### src/rtl/ad9866_agc_pkg.sv
// Shared types and constants for the AD9866 RX AGC.
// Ports: none (package only).
package ad9866_agc_pkg;

    typedef enum logic [1:0] {
        OFF,
        REQ,
        SETTLE,
        MEAS
    } agc_state_t;

    localparam logic [5:0] CMD_ADDR_RXGAIN = 6'h0a;
    localparam logic       RXGAIN_DIRECT   = 1'b1;

endpackage

### src/rtl/ad9866_agc_meter.sv
// Level meter: window counter plus saturating clip/good-level counters.
// Ports: clk, rst, clr, en, clip, good -> win_end, clip_hit_limit, quiet.
module ad9866_agc_meter #(
    parameter int WIN_LOG2   = 12,
    parameter int CLIP_LIMIT = 4
) (
    input  logic clk,
    input  logic rst,
    input  logic clr,
    input  logic en,
    input  logic clip,
    input  logic good,
    output logic win_end,
    output logic clip_hit_limit,
    output logic quiet
);

    localparam int CW = $clog2(CLIP_LIMIT + 1);

    logic [WIN_LOG2-1:0] win_cnt;
    logic [CW-1:0]       clip_cnt;
    logic [CW-1:0]       good_cnt;

    always_ff @(posedge clk) begin
        if (rst || clr) begin
            win_cnt  <= '0;
            clip_cnt <= '0;
            good_cnt <= '0;
        end else if (en) begin
            win_cnt <= win_cnt + 1'b1;
            if (clip && !(&clip_cnt))
                clip_cnt <= clip_cnt + 1'b1;
            if (good && !(&good_cnt))
                good_cnt <= good_cnt + 1'b1;
        end
    end

    assign win_end        = en && (&win_cnt);
    assign clip_hit_limit = en && clip &&
                            (clip_cnt == CW'(CLIP_LIMIT - 1));
    // The closing cycle's own flags belong to the window too.
    assign quiet = (clip_cnt == '0) && (good_cnt == '0) &&
                   !clip && !good;

endmodule

### src/rtl/ad9866_rxagc.sv
// AD9866 RX AGC: attack/decay gain control issuing 0x0a gain writes.
// Ports: clk, rst, agc_en, preset_gain, level flags, cmd_* handshake, agc_gain, agc_timeout.
module ad9866_rxagc
    import ad9866_agc_pkg::*;
#(
    parameter int WIN_LOG2      = 12,
    parameter int CLIP_LIMIT    = 4,
    parameter int ATTACK_STEP   = 6,
    parameter int HANG_WINDOWS  = 8,
    parameter int GAIN_MAX      = 60,
    parameter int SETTLE_CYCLES = 256,
    parameter int ACK_TIMEOUT   = 63
) (
    input  logic        clk,
    input  logic        rst,
    input  logic        agc_en,
    input  logic [5:0]  preset_gain,
    input  logic        rxclipp,
    input  logic        rxclipn,
    input  logic        rxgoodlvlp,
    input  logic        rxgoodlvln,
    output logic [5:0]  cmd_addr,
    output logic [31:0] cmd_data,
    output logic        cmd_rqst,
    input  logic        cmd_ack,
    output logic [5:0]  agc_gain,
    output logic        agc_timeout
);

    localparam logic [5:0] GMAX = 6'(GAIN_MAX);
    localparam logic [5:0] STEP = 6'(ATTACK_STEP);
    localparam int HW = $clog2(HANG_WINDOWS + 1);
    localparam int TW = $clog2(ACK_TIMEOUT + 1);
    localparam int SW = $clog2(SETTLE_CYCLES + 1);

    agc_state_t    state;
    logic [5:0]    gain;
    logic [HW-1:0] hang_cnt;
    logic [TW-1:0] to_cnt;
    logic [SW-1:0] set_cnt;

    logic       in_meas;
    logic       meter_clr;
    logic       win_end;
    logic       clip_hit_limit;
    logic       quiet;
    logic [5:0] attack_gain;
    logic [5:0] preset_clamped;

    assign in_meas   = (state == MEAS);
    // Every window (and every attack) starts from cleared counts.
    assign meter_clr = !in_meas || clip_hit_limit || win_end;

    assign attack_gain    = (gain > STEP) ? gain - STEP : 6'd0;
    assign preset_clamped = (preset_gain > GMAX) ? GMAX : preset_gain;

    ad9866_agc_meter #(
        .WIN_LOG2   (WIN_LOG2),
        .CLIP_LIMIT (CLIP_LIMIT)
    ) u_meter (
        .clk            (clk),
        .rst            (rst),
        .clr            (meter_clr),
        .en             (in_meas),
        .clip           (rxclipp | rxclipn),
        .good           (rxgoodlvlp | rxgoodlvln),
        .win_end        (win_end),
        .clip_hit_limit (clip_hit_limit),
        .quiet          (quiet)
    );

    always_ff @(posedge clk) begin
        if (rst) begin
            state       <= OFF;
            gain        <= '0;
            hang_cnt    <= '0;
            to_cnt      <= '0;
            set_cnt     <= '0;
            cmd_rqst    <= 1'b0;
            agc_timeout <= 1'b0;
        end else begin
            agc_timeout <= 1'b0;
            if (!agc_en) begin
                // Disable wins over a same-cycle ack.
                state    <= OFF;
                cmd_rqst <= 1'b0;
                hang_cnt <= '0;
                to_cnt   <= '0;
                set_cnt  <= '0;
            end else begin
                unique case (state)
                    OFF: begin
                        gain     <= preset_clamped;
                        to_cnt   <= '0;
                        cmd_rqst <= 1'b1;
                        state    <= REQ;
                    end
                    REQ: begin
                        if (cmd_ack) begin
                            cmd_rqst <= 1'b0;
                            set_cnt  <= '0;
                            state    <= SETTLE;
                        end else if (to_cnt == TW'(ACK_TIMEOUT - 1)) begin
                            agc_timeout <= 1'b1;
                            cmd_rqst    <= 1'b0;
                            set_cnt     <= '0;
                            state       <= SETTLE;
                        end else begin
                            to_cnt <= to_cnt + 1'b1;
                        end
                    end
                    SETTLE: begin
                        if (set_cnt == SW'(SETTLE_CYCLES - 1))
                            state <= MEAS;
                        else
                            set_cnt <= set_cnt + 1'b1;
                    end
                    MEAS: begin
                        if (clip_hit_limit) begin
                            hang_cnt <= '0;
                            if (attack_gain != gain) begin
                                gain     <= attack_gain;
                                to_cnt   <= '0;
                                cmd_rqst <= 1'b1;
                                state    <= REQ;
                            end
                        end else if (win_end) begin
                            if (!quiet) begin
                                hang_cnt <= '0;
                            end else if (hang_cnt == HW'(HANG_WINDOWS - 1)) begin
                                hang_cnt <= '0;
                                if (gain < GMAX) begin
                                    gain     <= gain + 1'b1;
                                    to_cnt   <= '0;
                                    cmd_rqst <= 1'b1;
                                    state    <= REQ;
                                end
                            end else begin
                                hang_cnt <= hang_cnt + 1'b1;
                            end
                        end
                    end
                    default: state <= OFF;
                endcase
            end
        end
    end

    assign cmd_addr = CMD_ADDR_RXGAIN;
    assign cmd_data = {25'h0, RXGAIN_DIRECT, gain};
    assign agc_gain = gain;

endmodule

### config.mk
export PLATFORM = sky130hd
export DESIGN_NAME = ad9866_rxagc
export DESIGN_NICKNAME = d
export VERILOG_FILES = /design/src/rtl/ad9866_agc_pkg.sv /design/src/rtl/ad9866_agc_meter.sv /design/src/rtl/ad9866_rxagc.sv
export SDC_FILE = /design/constraint.sdc
export NUM_CORES = 1
export LEC_CHECK = 0
export CAP_MARGIN = 40
export CORE_UTILIZATION = 30
export CTS_CLUSTER_DIAMETER = 150
export DETAILED_ROUTE_END_ITERATION = 12
export SYNTH_ARGS = -nofsm -noshare
export SYNTH_HDL_FRONTEND = slang
export SYNTH_SLANG_ARGS = --single-unit
### constraint.sdc
create_clock -name clk -period 2.8 [get_ports clk]
set_input_delay 0.56 -clock clk [delete_from_list [all_inputs] [get_ports clk]]
set_output_delay 0.56 -clock clk [all_outputs]
set_load 0.02 [all_outputs]
== Word-level counts from Yosys, hierarchy flattened ==
Cells that the tools add are included.

* Bits in registers: 47
* Latch bits: 0
* Memory bits (writable): 0
* Bits in read-only memories: 0
* Logic and storage cells: 125
* Memories kept: 0

* Add/sub/neg operators: 8
* $mul: 0
* Div/mod/pow operators: 0
* Order comparisons: 3
* Eq/ne operators: 18
* Shift operators: 0
* Mux-type cells: 46
* Bitwise gates (word level): 4
* Reduce and logical (&&, ||, !) cells: 36

{| class="wikitable"
|+ Operators with widths
! kind !! number
|-
| $mux 6 || 16
|-
| $mux 9 || 3
|-
| $reduce_and 7->1 || 3
|-
| $mux 2 || 9
|-
| $pmux 6 s3 || 1
|-
| $pmux 9 s2 || 1
|-
| $mux 4 || 4
|-
| $add 12x1->12 const B || 1
|-
| $add 6x1->6 const B || 2
|-
| $ne 3x1->1 const B || 4
|-
| $pmux 6 s2 || 1
|-
| $reduce_and 12->1 || 1
|-
| $add 9x1->9 const B || 1
|-
| $eq 9x8->1 const B || 1
|-
| $mux 1 || 9
|-
| $reduce_and 3->1 || 3
|-
| $logic_and 1x1->1 || 8
|-
| $ne 2x2->1 const B || 4
|-
| $pmux 2 s4 || 1
|-
| $reduce_and 8->1 || 1
|-
| $add 3x1->3 const B || 2
|-
| $eq 6x6->1 const B || 1
|-
| $gt 6x3->1 const B || 1
|-
| $gt 6x6->1 const B || 1
|-
| other kinds (22) || 36
|}

== Logic depth before layout (Yosys ltp) ==
* Depth after elaboration: 8
* Depth in mapped cells: 9
* Gate-level depth less buffers: 9

== By module ==
A second synthesis with hierarchy kept.

* Cells, all modules: 367
* Area, all modules: 3,133.0 µm²

{| class="wikitable"
|+ Modules (own cells, without submodules)
! module !! instances !! cells an instance !! area each (µm²) !! seq. area each (µm²)
|-
| ad9866_rxagc || 1 || 265 || 2,199.6 || 580.6
|-
| ad9866_agc_meter || 1 || 102 || 933.4 || 360.3
|}

== Worst setup path before layout ==
OpenSTA, ideal clock, no wires.

* Kind: input port to flip-flop
* Start: input port rxclipn
* End: register to_cnt[4]
* Setup time: 117 ps
* Data arrival time: 2,003 ps
* Required time: 2,683 ps
* Path slack: 680 ps
* Stages on the path: 6
* Path buffers: 1
* Path through: nor4_2 > nand4_2 > o41ai_4 > buf_6 > nand3_1 > a32o_1

* Cells in the longest elaborated chain, start to end: 6
* Elaborated cells between the ends (all ways): 14
* Classes of those cells: eq/ne: 5; mux: 2; bitwise: 1; reduce/logical: 6

{| class="wikitable"
|+ RTL lines
! what !! RTL line !! source
|-
| start, declared || ad9866_rxagc.sv:19 || <nowiki>input logic rxclipn,</nowiki>
|-
| $or 1x1->1 * || ad9866_rxagc.sv:65 || <nowiki>.clip (rxclipp | rxclipn),</nowiki>
|-
| $logic_not 1->1 || ad9866_agc_meter.sv:43 || <nowiki>!clip && !good;</nowiki>
|-
| $logic_and 1x1->1 || ad9866_agc_meter.sv:42 || <nowiki>assign quiet = (clip_cnt == '0) && (good_cnt == '0) &&</nowiki>
|-
| $logic_and 1x1->1 || ad9866_agc_meter.sv:43 ||
|-
| $ne 3x1->1 (no source line) || n/a ||
|-
| $reduce_and 8->1 (no source line) || n/a ||
|-
| end signal, assigned || ad9866_rxagc.sv:109 || <nowiki>to_cnt <= to_cnt + 1'b1;</nowiki>
|-
| end, declared || ad9866_rxagc.sv:39 || <nowiki>logic [TW-1:0] to_cnt;</nowiki>
|}

Mark *: on every way between the ends. The rest lies on a longest branch, timed or not.
A chain may end at the register's enable or synchronous reset.

== Final worst setup path ==
* Start: register state[0]
* End: register to_cnt[0]

* Cells in the longest elaborated chain, start to end: 5
* Elaborated cells between the ends (all ways): 17
* Classes of those cells: eq/ne: 9; mux: 2; reduce/logical: 6

{| class="wikitable"
|+ RTL lines
! what !! RTL line !! source
|-
| start, declared || ad9866_rxagc.sv:36 || <nowiki>agc_state_t state;</nowiki>
|-
| start signal, assigned || ad9866_rxagc.sv:74 || <nowiki>state <= OFF;</nowiki>
|-
| start signal, assigned || ad9866_rxagc.sv:85 || <nowiki>state <= OFF;</nowiki>
|-
| start signal, assigned || ad9866_rxagc.sv:96 || <nowiki>state <= REQ;</nowiki>
|-
| $eq 2x2->1 || ad9866_rxagc.sv:50, ad9866_rxagc.sv:91 ||
|-
| $logic_and 1x1->1 (2 in a row) || ad9866_agc_meter.sv:39 || <nowiki>assign clip_hit_limit = en && clip &&</nowiki>
|-
| $ne 3x2->1 (no source line) (tied with other cells) || n/a ||
|-
| $reduce_and 8->1 (no source line) / $pmux 6 s3 (equally long branches) || n/a ||
|}

Parallel ways exist; a longest one is shown, timed or not.

==> results.sh <==
export IMPL_core_rowCount=36
export IMPL_clkSinkCount=47
export IMPL_regToRegSetupSlack_ns=0.40
export IMPL_crit_required_ns=3.05
export IMPL_start_util=0.311
export IMPL_hp_class="reg2reg"
export IMPL_synth_cell_area_um2=3070
export IMPL_overflow=0
export IMPL_p_comb_frac=0.192
export IMPL_area_growth_pct=12.5
export IMPL_p_per_area_nw_per_um2=416
export IMPL_fin_crit_ns=2.40
export IMPL_r2r_start="state[0]$_SDFFE_PP0P_"
export IMPL_multi_input_area_um2=1840
export IMPL_critPathMaxFanout=17
export IMPL_synth_enable_flop_cells=0
export IMPL_sw_frac_of_total=0.290
export IMPL_final_cell_mix="dfxtp_1, nor2_1, conb_1"
export IMPL_worstHoldEndpoint="hang_cnt[3]$_SDFFE_PP0P_"
export IMPL_post_cts_setup_buffers=0
export IMPL_crit_start="state[0]$_SDFFE_PP0P_"
export IMPL_hold_viol=0
export IMPL_htree_num_levels=2
export IMPL_cts_resized=0
export IMPL_coreArea_um2=9860
export IMPL_tritoncts="yes"
export IMPL_io_pins=60
export IMPL_hold_buffers=0
export IMPL_num_vias=2552
export IMPL_syn_inst=359
export IMPL_ff_latch_area_um2=941
export IMPL_intPower_uw=1020
export IMPL_finalSetupTns_ns=0
export IMPL_worstReg2RegEnd="to_cnt[0]$_SDFFE_PP0P_"
export IMPL_wire_per_inst_um=12.5
export IMPL_drv_slew=0
export IMPL_fmax_mhz=416
export IMPL_vdd_drop_max_uv=197
export IMPL_cap_violations=0
export IMPL_min_delay_start="hang_cnt[3]$_SDFFE_PP0P_"
export IMPL_worst_pin_slew_ns=0.635
export IMPL_clock_latency_ns=0.30
export IMPL_num_antenna_cells=0
export IMPL_rsz0062_at_grt="no"
export IMPL_p_seq_frac=0.496
export IMPL_status="finished, final reports clean"
export IMPL_slew_headroom=0.571
export IMPL_ys_warn_count=0
export IMPL_setup_violations=0
export IMPL_first_iter_violations=84
export IMPL_viasPerCell=4.97
export IMPL_drtPass1Iterations=4
export IMPL_worstSetupPathType="reg2reg"
export IMPL_grt_pass1_wl_um=10800
export IMPL_fin_skew_ns=0.0147
export IMPL_ys_seq_elements=47
export IMPL_synth_ff_type="dfxtp_1"
export IMPL_reg2regPathDepth=7
export IMPL_n_fill_cell=1015
export IMPL_p_sw_uw=416
export IMPL_cts_max_path_buffers=2
export IMPL_final_common_cell="dfxtp_1"
export IMPL_synth_area_per_cell_um2=8.55
export IMPL_grt_usage=0.127
export IMPL_die_y_um=103
export IMPL_routabilityCongestion=0.882
export IMPL_dieArea_um2=10600
export IMPL_cts_root_buf="clkbuf_8"
export IMPL_layout_drive_gt1_share=0.0789
export IMPL_cts_buffers=5
export IMPL_yosysSeqAreaShare=0.307
export IMPL_post_route_period_util=0.859
export IMPL_async_flop_share=0
export IMPL_cp_arrival_ns=2.65
export IMPL_drtAntennaViolNets=0
export IMPL_grt_pass1_vias=2328
export IMPL_cp_start_kind="flop"
export IMPL_fin_hold_ws_ns=0.485
export IMPL_grt_max_degree=18
export IMPL_nets=412
export IMPL_place_hpwl_um=4830
export IMPL_whs_path_depth=2
export IMPL_antenna_found_initial=0
export IMPL_leakagePower_uw=0.00122
export IMPL_route_detailed_drc=0
export IMPL_clk_pin_slew_worst_paths_ns=0.09
export IMPL_wl_um=6400
export IMPL_synthDistinctLibCells=60
export IMPL_port_buffers=27
export IMPL_p_clk_frac=0.312
export IMPL_worstSetupEndpointType="flop"
export IMPL_die_x_um=103
## through the flow
| step | instances | setup slack [ns] | total power (µW) | cell area [µm²] | util |
|---|---|---|---|---|---|
| 2_1_floorplan | 389 | 0.680 | 947 | 3180 | - |
| 3_3_place_gp | 505 | 0.176 | 1000 | 3350 | 0.340 |
| 3_5_place_dp | 505 | 0.156 | 1000 | 3350 | 0.340 |
| 4_1_cts | 513 | 0.397 | 1460 | 3450 | 0.350 |
| 5_1_grt | 513 | 0.232 | 1510 | 3450 | 0.350 |
| 6_report | 513 | 0.396 | 1430 | 3450 | 0.350 |
## layout make-up
cell class | instances | share of cell area
Multi-Input combinational cell | 275 | 0.532
Sequential cell | 47 | 0.273
Timing Repair Buffer | 37 | 0.104
Tap cell | 133 | 0.0482
Clock buffer | 8 | 0.0290
Inverter | 13 | 0.0141
## per-layer routing
metal / routed length [µm] / up-vias / GRT usage
met5: 0 / - / 0
met4: 67 / 0 / 0.0401
met3: 190 / 6 / 0.0197
met2: 3020 / 67 / 0.212
met1: 3130 / 1209 / 0.168
li1: - / 1270 / -
## worst max-delay path, stage by stage (launching register included)
cell,delay (ns)
dfxtp_1,0.43
ha_1,0.40
and3_2,0.29
nand4_4,0.17
o41ai_4,0.43
buf_12,0.19
and3_1,0.26
a31o_2,0.18
## worst max path at each step
stage | endpoint | slack [ns]
finish | to_cnt[0]$_SDFFE_PP0P_ | 0.40
global placement | cmd_rqst$_SDFFE_PP0P_ | 0.18
CTS | cmd_rqst$_SDFFE_PP0P_ | 0.40
detailed placement | cmd_rqst$_SDFFE_PP0P_ | 0.16
floorplan | to_cnt[4]$_SDFFE_PP0P_ | 0.68
global route | cmd_rqst$_SDFFE_PP0P_ | 0.23
## state kept, by name (all words and copies together), names as in the netlist
| register | cells |
|---|---|
| u_meter.good_cnt | 3 |
| u_meter.clip_cnt | 3 |
| state | 2 |
| hang_cnt | 4 |
| to_cnt | 6 |
| u_meter.win_cnt | 12 |
| agc_timeout | 1 |
| cmd_rqst | 1 |
| set_cnt | 9 |
| agc_gain | 6 |
## power by group through the flow
stage | Clock (µW) | Combinational, µW | Sequential [µW]
after global routing | 486 | 306 | 717
after global placement | 0 | 273 | 728
after floorplan | 0 | 221 | 725
after CTS | 469 | 275 | 712
after detailed placement | 0 | 274 | 728
final | 447 | 275 | 712
## cells in the mapped netlist (2+ instances only)
cell type | count | area (µm²)
ha_1 | 19 | 238
inv_1 | 13 | 48.8
nand2b_1 | 6 | 37.5
and4_1 | 5 | 43.8
o211ai_1 | 3 | 22.5
a22oi_1 | 2 | 15.0
a31oi_1 | 5 | 31.3
o21ai_0 | 5 | 25.0
a21bo_2 | 2 | 20.0
a41o_1 | 3 | 30.0
mux2i_1 | 7 | 70.1
or3_1 | 3 | 18.8
buf_4 | 38 | 285
conb_1 | 2 | 7.51
a311oi_1 | 2 | 17.5
nor2b_1 | 2 | 12.5
a32o_1 | 4 | 40.0
a21oi_1 | 17 | 85.1
a2111oi_0 | 4 | 35.0
o2111ai_1 | 2 | 17.5
nand4b_1 | 3 | 26.3
and2_1 | 2 | 12.5
nor2_1 | 37 | 139
nand3b_1 | 3 | 22.5
clkbuf_1 | 15 | 56.3
nor3_1 | 11 | 55.1
a211oi_1 | 5 | 37.5
nand3_1 | 17 | 85.1
a41oi_1 | 2 | 17.5
and3_1 | 3 | 18.8
xnor2_1 | 12 | 105
nand4_1 | 5 | 31.3
nand2_1 | 18 | 67.6
xor2_1 | 8 | 70.1
dfxtp_1 | 47 | 941
o41ai_1 | 3 | 26.3
## cell families (layout without fill, tap and decap cells)
kind of cell / after synthesis / in the layout / synth area share
AND/OR/NAND/NOR: 126 / 126 / 0.224
AO/OA/AOI/OAI: 71 / 71 / 0.179
buffers and inverters: 67 / 58 / 0.131
flip-flops: 47 / 47 / 0.307
XOR/XNOR: 20 / 20 / 0.0571
adder cells (fa/ha/maj): 19 / 19 / 0.0775
multiplexers: 7 / 7 / 0.0228
other: 2 / 32 / 0.00245
No activity file was read; power rests on OpenSTA's default activity.
